<file path="config.mk">
export PLATFORM = sky130hd
export DESIGN_NAME = spi_master_flat
export DESIGN_NICKNAME = d
export VERILOG_FILES = /design/src/rtl/spi_master_pkg.sv /design/src/rtl/spi_master_if.sv /design/src/rtl/spi_master.sv /design/src/flat_wrapper.sv
export SDC_FILE = /design/constraint.sdc
export NUM_CORES = 1
export LEC_CHECK = 0
export BUFFER_PORTS_ARGS = -buffer_cell sky130_fd_sc_hd__buf_2
export CAP_MARGIN = 20
export CORE_ASPECT_RATIO = 0.5
export CORE_UTILIZATION = 35
export DETAILED_ROUTE_END_ITERATION = 10
export PLACE_DENSITY = 0.55
export SYNTH_ARGS = -nofsm -noshare
export SYNTH_HDL_FRONTEND = slang
export SYNTH_SLANG_ARGS = --single-unit
</file>
<file path="constraint.sdc">
create_clock -name clk -period 2.7 [get_ports clk]
set_input_delay 0.405 -clock clk [delete_from_list [all_inputs] [get_ports clk]]
set_output_delay 0.405 -clock clk [all_outputs]
set_load 0.01 [all_outputs]
</file>
<file path="src/rtl/spi_master_pkg.sv">
// spi_master_pkg: shared SPI types and constants used by the master, slave and RAM.
package spi_master_pkg;

    localparam int MEM_WIDTH = 8;

    typedef enum logic [2:0] {IDLE, SEL, CMD, SHIFT, WAIT_RD, CAPTURE, END} state_t;

    localparam logic [1:0] WR_ADDR = 2'b00;
    localparam logic [1:0] WR_DATA = 2'b01;
    localparam logic [1:0] RD_ADDR = 2'b10;
    localparam logic [1:0] RD_DATA = 2'b11;

    localparam logic SLAVE_SELECTED     = 1'b0;
    localparam logic SLAVE_NOT_SELECTED = 1'b1;

endpackage

</file>
<file path="src/rtl/spi_master_if.sv">
// spi_master_if: host command/response handshake plus the SPI pins of the master.
interface spi_master_if #(parameter int W = spi_master_pkg::MEM_WIDTH) ();

    logic         cmd_valid;
    logic         cmd_ready;
    logic [1:0]   cmd_op;
    logic [W-1:0] cmd_data;
    logic         rsp_valid;
    logic [W-1:0] rsp_data;
    logic         busy;
    logic         SS_n;
    logic         MOSI;
    logic         MISO;

    modport master (
        input  cmd_valid, cmd_op, cmd_data, MISO,
        output cmd_ready, rsp_valid, rsp_data, busy, SS_n, MOSI
    );

    modport slave (
        output cmd_valid, cmd_op, cmd_data, MISO,
        input  cmd_ready, rsp_valid, rsp_data, busy, SS_n, MOSI
    );

endinterface

</file>
<file path="src/rtl/spi_master.sv">
// spi_master: issues one {op, data} SPI frame per accepted command; read-data frames
// wait RD_LATENCY cycles then capture MEM_WIDTH bits of MISO into rsp_data.
module spi_master import spi_master_pkg::*; #(
    parameter int MEM_WIDTH  = spi_master_pkg::MEM_WIDTH,
    parameter int RD_LATENCY = 2
) (
    input logic          clk,
    input logic          rst_n,
    spi_master_if.master bus
);

    localparam int FW = MEM_WIDTH + 2;

    state_t        state, next;
    logic [FW-1:0] sr;
    logic [1:0]    op;
    logic [3:0]    cnt;
    logic          hs, last;

    assign hs = bus.cmd_valid && bus.cmd_ready;

    // One counter serves SHIFT, WAIT_RD and CAPTURE; only the terminal value differs.
    always_comb begin
        last = (state == SHIFT)   ? cnt == 4'(FW - 1)
             : (state == WAIT_RD) ? cnt == 4'(RD_LATENCY - 1)
             : cnt == 4'(MEM_WIDTH - 1);
        next = state;
        case (state)
            IDLE:    next = hs ? SEL : IDLE;
            SEL:     next = CMD;
            CMD:     next = SHIFT;
            SHIFT:   next = !last ? SHIFT : (op == RD_DATA) ? WAIT_RD : END;
            WAIT_RD: next = last ? CAPTURE : WAIT_RD;
            CAPTURE: next = last ? END : CAPTURE;
            default: next = IDLE;
        endcase
    end

    always_ff @(posedge clk or negedge rst_n) begin
        if (!rst_n) state <= IDLE;
        else        state <= next;
    end

    // Outputs are decoded from the next state so they flip on the same edge as the state.
    always_ff @(posedge clk or negedge rst_n) begin
        if (!rst_n) begin
            sr            <= '0;
            op            <= WR_ADDR;
            cnt           <= '0;
            bus.SS_n      <= SLAVE_NOT_SELECTED;
            bus.MOSI      <= 1'b0;
            bus.cmd_ready <= 1'b0;
            bus.busy      <= 1'b0;
            bus.rsp_valid <= 1'b0;
            bus.rsp_data  <= '0;
        end else begin
            cnt <= (next != state || state == IDLE) ? 4'd0 : cnt + 4'd1;
            if (hs) begin
                sr <= {bus.cmd_op, bus.cmd_data};
                op <= bus.cmd_op;
            end else if (next == SHIFT) begin
                sr <= sr << 1;
            end else if (state == CAPTURE) begin
                sr <= {sr[FW-2:0], bus.MISO};
            end
            if (state == CAPTURE && next == END) bus.rsp_data <= {sr[MEM_WIDTH-2:0], bus.MISO};
            bus.MOSI      <= (next == CMD || next == SHIFT) && sr[FW-1];
            bus.SS_n      <= (next == IDLE || next == END) ? SLAVE_NOT_SELECTED : SLAVE_SELECTED;
            bus.cmd_ready <= next == IDLE;
            bus.busy      <= next != IDLE;
            bus.rsp_valid <= next == END && op == RD_DATA;
        end
    end

endmodule

</file>
<file path="src/flat_wrapper.sv">
// flat-port wrapper written by rule: the top's interface ports become plain ports
module spi_master_flat import spi_master_pkg::*;
#(
    parameter int MEM_WIDTH  = spi_master_pkg::MEM_WIDTH,
    parameter int RD_LATENCY = 2
)
  (clk, rst_n, bus_cmd_valid, bus_cmd_op, bus_cmd_data, bus_MISO, bus_cmd_ready, bus_rsp_valid, bus_rsp_data, bus_busy, bus_SS_n, bus_MOSI);
  spi_master_if #(.W((MEM_WIDTH))) bus_i ();
  input logic clk;
  input logic rst_n;
  input wire logic [$bits(bus_i.cmd_valid)-1:0] bus_cmd_valid;
  input wire logic [$bits(bus_i.cmd_op)-1:0] bus_cmd_op;
  input wire logic [$bits(bus_i.cmd_data)-1:0] bus_cmd_data;
  input wire logic [$bits(bus_i.MISO)-1:0] bus_MISO;
  output wire logic [$bits(bus_i.cmd_ready)-1:0] bus_cmd_ready;
  output wire logic [$bits(bus_i.rsp_valid)-1:0] bus_rsp_valid;
  output wire logic [$bits(bus_i.rsp_data)-1:0] bus_rsp_data;
  output wire logic [$bits(bus_i.busy)-1:0] bus_busy;
  output wire logic [$bits(bus_i.SS_n)-1:0] bus_SS_n;
  output wire logic [$bits(bus_i.MOSI)-1:0] bus_MOSI;
  assign bus_i.cmd_valid = bus_cmd_valid;
  assign bus_i.cmd_op = bus_cmd_op;
  assign bus_i.cmd_data = bus_cmd_data;
  assign bus_i.MISO = bus_MISO;
  assign bus_cmd_ready = bus_i.cmd_ready;
  assign bus_rsp_valid = bus_i.rsp_valid;
  assign bus_rsp_data = bus_i.rsp_data;
  assign bus_busy = bus_i.busy;
  assign bus_SS_n = bus_i.SS_n;
  assign bus_MOSI = bus_i.MOSI;
  spi_master #(.MEM_WIDTH(MEM_WIDTH), .RD_LATENCY(RD_LATENCY)) u_core (.clk(clk), .rst_n(rst_n), .bus(bus_i));
endmodule
</file>
==> results of run 1 <==
flip-flops by register name (all words and copies together) (netlist names):
name,cells
u_core.bus.busy,1
u_core.bus.rsp_data,8
u_core.sr,10
u_core.bus.SS_n,1
u_core.bus.MOSI,1
u_core.bus.rsp_valid,1
u_core.state,3
u_core.op,2
u_core.bus.cmd_ready,1
u_core.cnt,4
cell usage after synthesis (2+ instances only):
cell type / n
o21ai_0: 13
dfrtp_1: 31
mux2_2: 2
nand2b_1: 3
nor2_1: 20
buf_2: 3
a31oi_1: 11
xnor2_1: 2
a21oi_1: 3
nor2b_1: 4
mux2_4: 8
o21a_1: 2
nand3_1: 10
a211oi_1: 2
inv_1: 5
clkbuf_1: 5
and2_1: 2
and3_1: 3
nand2_1: 7
stage by stage:
stage	instances	hold WS, ps	setup slack [ps]
finish	232	167.1	809.8
floorplan	153	109.4	982.8
detailed placement	224	493.6	854.0
CTS	232	195.3	831.2
global placement	224	496.8	877.0
global route	232	222.2	720.5
cell usage in the layout (no fill, tap or decap), types with 2 or more instances in the layout:
master and n:
dfrtp_1 31, buf_2 26, nor2_1 20, o21ai_0 13, a31oi_1 11, nand3_1 10, mux2_4 8, nand2_1 7
inv_1 5, clkbuf_8 5, nor2b_1 4, nand2b_1 3, and3_1 3, a21oi_1 3, and2_1 2, o21a_1 2
a211oi_1 2, xnor2_1 2, mux2_2 2
worst register-to-register path, delay by kind of cell (launching register included):
family	cells	cell delay (ps)
muxes	1	320
DFF	1	450
and+or+nand+nor	2	750
AOI/OAI and AO/OA	1	250
power by group through the flow:
stage	Sequential, mW	Clock, mW	Combinational [mW]
floorplan	0.671	0	0.344
global placement	0.715	0	0.411
detailed placement	0.719	0	0.420
CTS	0.709	0.475	0.422
global route	0.731	0.499	0.478
finish	0.709	0.461	0.418
per-layer routing:
layer / vias to the layer above / wire [um]
li1: 595 / -
met1: 607 / 1594
met2: 44 / 1456
met3: 4 / 214
met4: 0 / 29
met5: - / 0
cell type report:
class | count | area share (%)
Inverter | 5 | 1.027
Multi-Input combinational cell | 106 | 37.74
Clock buffer | 5 | 3.767
Timing Repair Buffer | 27 | 7.534
Tap cell | 54 | 3.699
Clock inverter | 3 | 2.329
Sequential cell | 32 | 43.90
kinds of logic after synthesis:
logic type / share of synthesized area, %
AOI/OAI and AO/OA: 15.88
buffers and inverters: 4.410
and+or+nand+nor: 17.24
DFF: 51.40
xor gates and xnor gates: 1.123
muxes: 9.142
adders and majority gates: 0.8018
worst paths after layout:
kind / startpoint / endpoint / slack, ps / cells after the start
worst max-delay path: u_core.cnt[2] / u_core.bus.rsp_data[0] / 810 / 4
worst min-delay path: rst_n / u_core.bus.rsp_data[0] / 170 / 1
worst max register to register: u_core.cnt[2] / u_core.bus.rsp_data[0] / 810 / 4
worst min register to register: u_core.bus.rsp_data[3] / u_core.bus.rsp_data[3] / 510 / 1
max in group asynchronous: rst_n / u_core.bus.MOSI / 2070 / 1
min in group clk: bus_MISO / u_core.bus.rsp_data[0] / 370 / 2
==> flow_summary.json, run 1 <==
{
  "finalSetupTns_ps": 0,
  "syn_to_final_growth_pct": 17.08,
  "synth_seq_area_share_pct": 51.40,
  "gp_congestion": 0.7698,
  "htree_levels": 2,
  "endpoint_kind": "flop",
  "hold_path_class": "input port to asynchronous set/reset pin",
  "clock_latency_ps": 280,
  "drt_wl_total_mm": 3.294,
  "cpPeakStageDelay_ps": 450,
  "critPathTopFamily": "simple AND/OR/NAND/NOR gates",
  "power_mw": 1.588,
  "yosysTopAreaCell": "dfrtp_1",
  "via_count": 1250,
  "die_width_um": 96.42,
  "root_buffer": "clkbuf_8",
  "path_cells": "nor2_1 > a22o_1 > and4_4 > mux2_4",
  "synthTopCellsByArea": "dfrtp_1, mux2_4, nor2_1",
  "ff_latch_area_um2": 802.0,
  "synth.yosys.warnings": 0,
  "synth_top_area_share_pct": 49.72,
  "ant_nets": 0,
  "clkTransAtPathRegs_ps": 70,
  "gr-max-usage-layer": "met1",
  "post-route-util_pct": 44.73,
  "grt.total_usage_pct": 16.66,
  "postCtsHoldBufs": 0,
  "io_pins": 27,
  "cp.arrival_ps": 2060,
  "drc": 0,
  "p_seq_share_pct": 44.7,
  "grt_max_degree": 33,
  "use_met3_pct": 5.607,
  "antenna_found_initial": 0,
  "gr-usage-met2_pct": 23.17,
  "dp_hpwl_mm": 2.270,
  "tightest_slew_ps": 802.1,
  "synth_ff_type": "dfrtp_1",
  "final_area_um2": 1827,
  "multiInputGateArea_um2": 689.4,
  "synth_fp_nets": 168,
  "setup_viol": 0,
  "io_buffers": 26,
  "fin_skew_ps": 6.948,
  "cts_tree": "built",
  "finalHoldViolCount": 0,
  "finalCritPeriodShare_pct": 70.01,
  "via_per_inst": 5.388,
  "cp_slowest_cell": "dfrtp_1",
  "post_cts_buffers": 0,
  "drt_first_pass_iters": 4,
  "cts-buffers-inserted": 5,
  "p_leak_nw": 0.8511,
  "drv_slew": 0,
  "antenna_cells": 0,
  "crit_required_ps": 2870,
  "start_util_pct": 38.20,
  "p_comb_share_pct": 26.3,
  "cts_resized": 0,
  "syn_area_um2": 1560,
  "nets": 192,
  "met1_usage_pct": 23.58,
  "clk_path_buf_depth": 2,
  "synth_edf_count": 0,
  "cp-start-kind": "flop",
  "async_reset_ff_share_pct": 100.0,
  "grt_remaining_overflow": 0,
  "dpl_cell_area_um2": 1715,
  "netlist-cell-type-count": 36,
  "first_iter_violations": 71,
  "ys_ff_latch": 32,
  "detail_route.wl_per_cell_um": 14.20,
  "p_int_mw": 1.047,
  "slew_headroom_pct": 46.40,
  "pwr-share-clk_pct": 29.0,
  "critPathKind": "flop to flop",
  "rsz0062_at_grt": "false",
  "switchingPower_mw": 0.5413,
  "status": "completed",
  "floorplan.rows": 16,
  "power.density_nw_per_um2": 869.5,
  "coreArea_um2": 4084,
  "drive_gt1_share_pct": 27.53,
  "max-cap-violations": 0,
  "ir_worst_vdd_mv": 0.3091,
  "path_max_fanout": 9,
  "clock-sinks": 32,
  "fill_cells": 428,
  "grt_pass1_wl_mm": 5.851,
  "syn_inst": 153,
  "avgSynthCellArea_um2": 10.20,
  "dieArea_um2": 4745,
  "grt_pass1_vias": 1217,
  "netSwitchingFraction_pct": 34.08,
  "crit_buf_inv": 0,
  "period_minus_slack_ps": 1890,
  "fmax_mhz": 529.1,
  "die_y_um": 49.21
}
Power figures use the tool's default switching activity.
==> run 2: changes to the inputs <==
==> constraint.sdc (replaced) <==
create_clock -name clk -period 1.9 [get_ports clk]
set_input_delay 0.285 -clock clk [delete_from_list [all_inputs] [get_ports clk]]
set_output_delay 0.285 -clock clk [all_outputs]
set_load 0.01 [all_outputs]
==> flow_summary.json, run 2 (same netlist as run 1, synthesis figures left out) <==
{
  "status": "completed",
  "timing.rr.start": "u_core.state[0]",
  "max-cap-violations": 0,
  "drt_wl_total_mm": 3.333,
  "finalCritPeriodShare_pct": 94.64,
  "die_y_um": 49.21,
  "setup_viol": 0,
  "mostFrequentLayoutCells": "dfrtp_1, buf_2, nor2_1, o21ai_0, a31oi_1",
  "ir_worst_vdd_mv": 0.4329,
  "cp-start-kind": "flop",
  "largest_reg_flops": 10,
  "gp_congestion": 0.8021,
  "drv_slew": 0,
  "dp.cells": 231,
  "tightest_slew_ps": 715.2,
  "largestRegisters": "u_core.sr (10), u_core.bus.rsp_data (8), u_core.cnt (4)",
  "grt_pass1_wl_mm": 5.830,
  "met3_wirelength_um": 139,
  "floorplan.rows": 16,
  "cts-buffers-inserted": 5,
  "drive_gt1_share_pct": 29.35,
  "root_buffer": "clkbuf_8",
  "syn_to_final_growth_pct": 18.28,
  "power.density_nw_per_um2": 1183,
  "fin_skew_ps": 3.078,
  "slew_headroom_pct": 52.32,
  "post_cts_buffers": 0,
  "drc": 0,
  "io_buffers": 26,
  "postCtsHoldBufs": 0,
  "ant_nets": 0,
  "ff2ff_setup_slack_ps": 100,
  "cts_tree": "built",
  "final_common_cell": "dfrtp_1",
  "finalSetupTns_ps": 0,
  "via_per_inst": 5.113,
  "detail_route.wl_per_cell_um": 14.00,
  "rsz0062_at_grt": "false",
  "drt_first_pass_iters": 4,
  "dp_hpwl_mm": 2.271,
  "r2r_cells": 4,
  "crit_required_ps": 2070,
  "antenna_found_initial": 0,
  "coreArea_um2": 4084,
  "grt_pass1_vias": 1230,
  "start_util_pct": 38.20,
  "endpoint_kind": "flop",
  "die_width_um": 96.42,
  "clock-sinks": 32,
  "top_register": "u_core.sr",
  "whs_ps": 52.46,
  "finalHoldViolCount": 0,
  "critPathKind": "flop to flop",
  "clock_latency_ps": 280,
  "drt-met1-wl_mm": 1.764,
  "clk_path_buf_depth": 2,
  "grt.total_usage_pct": 16.59,
  "path_max_fanout": 9,
  "hold_path_class": "input port to asynchronous set/reset pin",
  "grt_max_degree": 33,
  "htree_levels": 2,
  "io_pins": 27,
  "period_minus_slack_ps": 1798,
  "p_leak_nw": 0.8711,
  "wl_met2_mm": 1.384,
  "cp.arrival_ps": 1970,
  "dieArea_um2": 4745,
  "highest_layer": "met4",
  "worstReg2RegEnd": "u_core.bus.rsp_data[3]",
  "nets": 199,
  "fmax_mhz": 556.1,
  "fill_cells": 395,
  "first_iter_violations": 50,
  "clkTransAtPathRegs_ps": 60,
  "via_count": 1217,
  "grt_remaining_overflow": 0,
  "cts_resized": 0,
  "final_cells": 238,
  "antenna_cells": 0
}
run 2: cell count changes in the layout (fill, tap and decap cells not counted):
cell,change
buf_4,+7
bufinv_16,-1
clkbuf_1,+1
clkinvlp_4,-1
run 2: layer usage:
metal  GRT usage, %  vias to the layer above
li1               -                      609
met1          24.46                      568
met2          22.58                       34
met3          4.206                        6
met4          7.353                        0
met5              0                        -
run 2: final cells by class:
class,instances,area [um2],area share [%]
Multi-Input combinational cell,106,689.4,37.36
Inverter,5,18.77,1.017
Tap cell,54,67.56,3.661
Timing Repair Buffer,34,190.2,10.31
Sequential cell,32,802.0,43.46
Clock buffer,6,72.57,3.932
Clock inverter,1,5.005,0.2712
run 2: worst max-delay path by stage:
stage	from	to	slack, ps	depth (start not counted)
6_report	u_core.state[0]	u_core.bus.rsp_data[3]	100	4
5_1_grt	u_core.state[0]	u_core.bus.rsp_data[7]	40	4
4_1_cts	u_core.state[0]	u_core.bus.rsp_data[6]	100	4
3_5_place_dp	u_core.state[0]	u_core.bus.rsp_data[0]	150	4
3_3_place_gp	u_core.state[0]	u_core.bus.rsp_data[1]	180	4
2_1_floorplan	u_core.state[0]	u_core.bus.rsp_data[0]	180	5
run 2: report_power, final:
part / internal, mW / switching [mW]
Sequential: 0.847 / 0.134
Clock: 0.249 / 0.243
Combinational: 0.324 / 0.386
Total: 1.42 / 0.763
run 2: worst max-delay path: stages, from the launching register on:
cell and delay, ps:
dfrtp_1 450, or3b_1 430, a22o_1 230, and4_4 260, mux2_4 310
run 2: through the flow:
step | setup slack [ps] | utilization (%) | cell area, um2 | total power [mW]
6_report | 101.9 | 45.19 | 1846 | 2.183
2_1_floorplan | 182.8 | - | 1560 | 1.444
3_3_place_gp | 178.0 | 43.29 | 1768 | 1.693
5_1_grt | 40.25 | 45.19 | 1846 | 2.353
4_1_cts | 102.3 | 45.19 | 1846 | 2.197
3_5_place_dp | 153.6 | 43.29 | 1768 | 1.695
==> run 3: changes to the inputs <==
==> constraint.sdc (replaced) <==
create_clock -name clk -period 2.14 [get_ports clk]
set_input_delay 0.321 -clock clk [delete_from_list [all_inputs] [get_ports clk]]
set_output_delay 0.321 -clock clk [all_outputs]
set_load 0.01 [all_outputs]
==> flow_summary.json, run 3 (same netlist as run 1, synthesis figures left out) <==
{
  "status": "completed",
  "grt_max_degree": 33,
  "largestRegisters": "u_core.sr (10), u_core.bus.rsp_data (8), u_core.cnt (4)",
  "cts-buffers-inserted": 5,
  "setup_viol": 0,
  "htree_levels": 2,
  "ant_nets": 0,
  "grt.total_usage_pct": 15.33,
  "power_mw": 2.072,
  "fmax_mhz": 535.0,
  "drt-met1-wl_mm": 1.647,
  "whs_ps": 79.00,
  "finalCritPeriodShare_pct": 87.35,
  "first_iter_violations": 31,
  "start_util_pct": 38.20,
  "via_count": 1234,
  "die_y_um": 49.21,
  "cts_resized": 0,
  "dp_hpwl_mm": 2.241,
  "grt_remaining_overflow": 0,
  "clock_latency_ps": 280,
  "path_max_fanout": 13,
  "via_per_inst": 5.274,
  "dieArea_um2": 4745,
  "crit_required_ps": 2310,
  "syn_to_final_growth_pct": 19.01,
  "drv_slew": 0,
  "critPathKind": "flop to flop",
  "wl_met2_mm": 1.398,
  "tightest_slew_ps": 697.9,
  "p_leak_nw": 0.8699,
  "clkTransAtPathRegs_ps": 70,
  "endpoint_kind": "flop",
  "drt_first_pass_iters": 4,
  "postCtsHoldBufs": 0,
  "drive_gt1_share_pct": 28.33,
  "drt_wl_total_mm": 3.294,
  "dp.cells": 226,
  "period_minus_slack_ps": 1869,
  "drc": 0,
  "fill_cells": 398,
  "finalHoldViolCount": 0,
  "grt_pass1_vias": 1129,
  "die_width_um": 96.42,
  "final_cells": 234,
  "gp_congestion": 0.8634,
  "antenna_found_initial": 0,
  "post-route-util_pct": 45.47,
  "post_cts_buffers": 0,
  "detail_route.wl_per_cell_um": 14.08,
  "cp-start-kind": "flop",
  "met3_wirelength_um": 184,
  "largest_reg_flops": 10,
  "max-cap-violations": 0,
  "cts_tree": "built",
  "floorplan.rows": 16,
  "fin_skew_ps": 4.671,
  "power.density_nw_per_um2": 1116,
  "rsz0062_at_grt": "false",
  "clk_path_buf_depth": 2,
  "cp.arrival_ps": 2040,
  "coreArea_um2": 4084,
  "slew_headroom_pct": 53.47,
  "hold_path_class": "input port to asynchronous set/reset pin",
  "clock-sinks": 32,
  "io_pins": 27,
  "io_buffers": 26,
  "final_common_cell": "dfrtp_1",
  "top_register": "u_core.sr",
  "root_buffer": "clkbuf_8",
  "finalSetupTns_ps": 0,
  "antenna_cells": 0,
  "nets": 194,
  "highest_layer": "met4",
  "ir_worst_vdd_mv": 0.3739,
  "mostFrequentLayoutCells": "dfrtp_1, buf_2, nor2_1, o21ai_0, a31oi_1",
  "grt_pass1_wl_mm": 5.409
}
==> run 3: final cells by class <==
| type | instances | area [um2] | share of cell area, % |
|---|---|---|---|
| multi-input cells | 106 | 689.4 | 37.13 |
| flip-flops and latches | 32 | 802.0 | 43.19 |
| clock buffers | 7 | 96.34 | 5.189 |
| clock inverters | 1 | 30.03 | 1.617 |
| inverters | 5 | 18.77 | 1.011 |
| well taps | 54 | 67.56 | 3.639 |
| repair buffers | 29 | 152.6 | 8.221 |
==> run 3: critical path, cell delays in order (launching register included) <==
cell and delay (ps):
dfrtp_1 560, or3b_1 410, a22o_1 220, and4_4 260, mux2_4 310
==> run 3: report_power, final <==
| group | total [mW] | switching, mW | internal (mW) |
|---|---|---|---|
| clock network | 0.629 | 0.218 | 0.411 |
| logic | 0.549 | 0.311 | 0.238 |
| registers | 0.895 | 0.143 | 0.752 |
==> run 3: layer usage <==
metal  up-vias  global-route usage (%)
met4         0                   6.618
met3         7                   4.673
met1       593                   21.86
met5         -                       0
li1        599                       -
met2        35                   21.28
==> run 3: path summary, 6_finish.rpt <==
kind                                         from                     end  slack [ps]  cells after the start
setup / recovery                  u_core.state[2]  u_core.bus.rsp_data[6]         270                      4
hold / removal                              rst_n            u_core.sr[0]          80                      1
setup reg to reg                  u_core.state[2]  u_core.bus.rsp_data[6]         270                      4
hold reg to reg            u_core.bus.rsp_data[1]  u_core.bus.rsp_data[1]         520                      1
max in group asynchronous                   rst_n    u_core.bus.cmd_ready        1610                      1
min in group clk                         bus_MISO  u_core.bus.rsp_data[0]         280                      2
==> run 3: through the flow <==
step                setup WS [ps]  area, um2
finish                      270.7       1857
global route                193.4       1857
CTS                         279.0       1857
detailed placement          284.7       1730
global placement            327.9       1730
floorplan                   422.8       1560
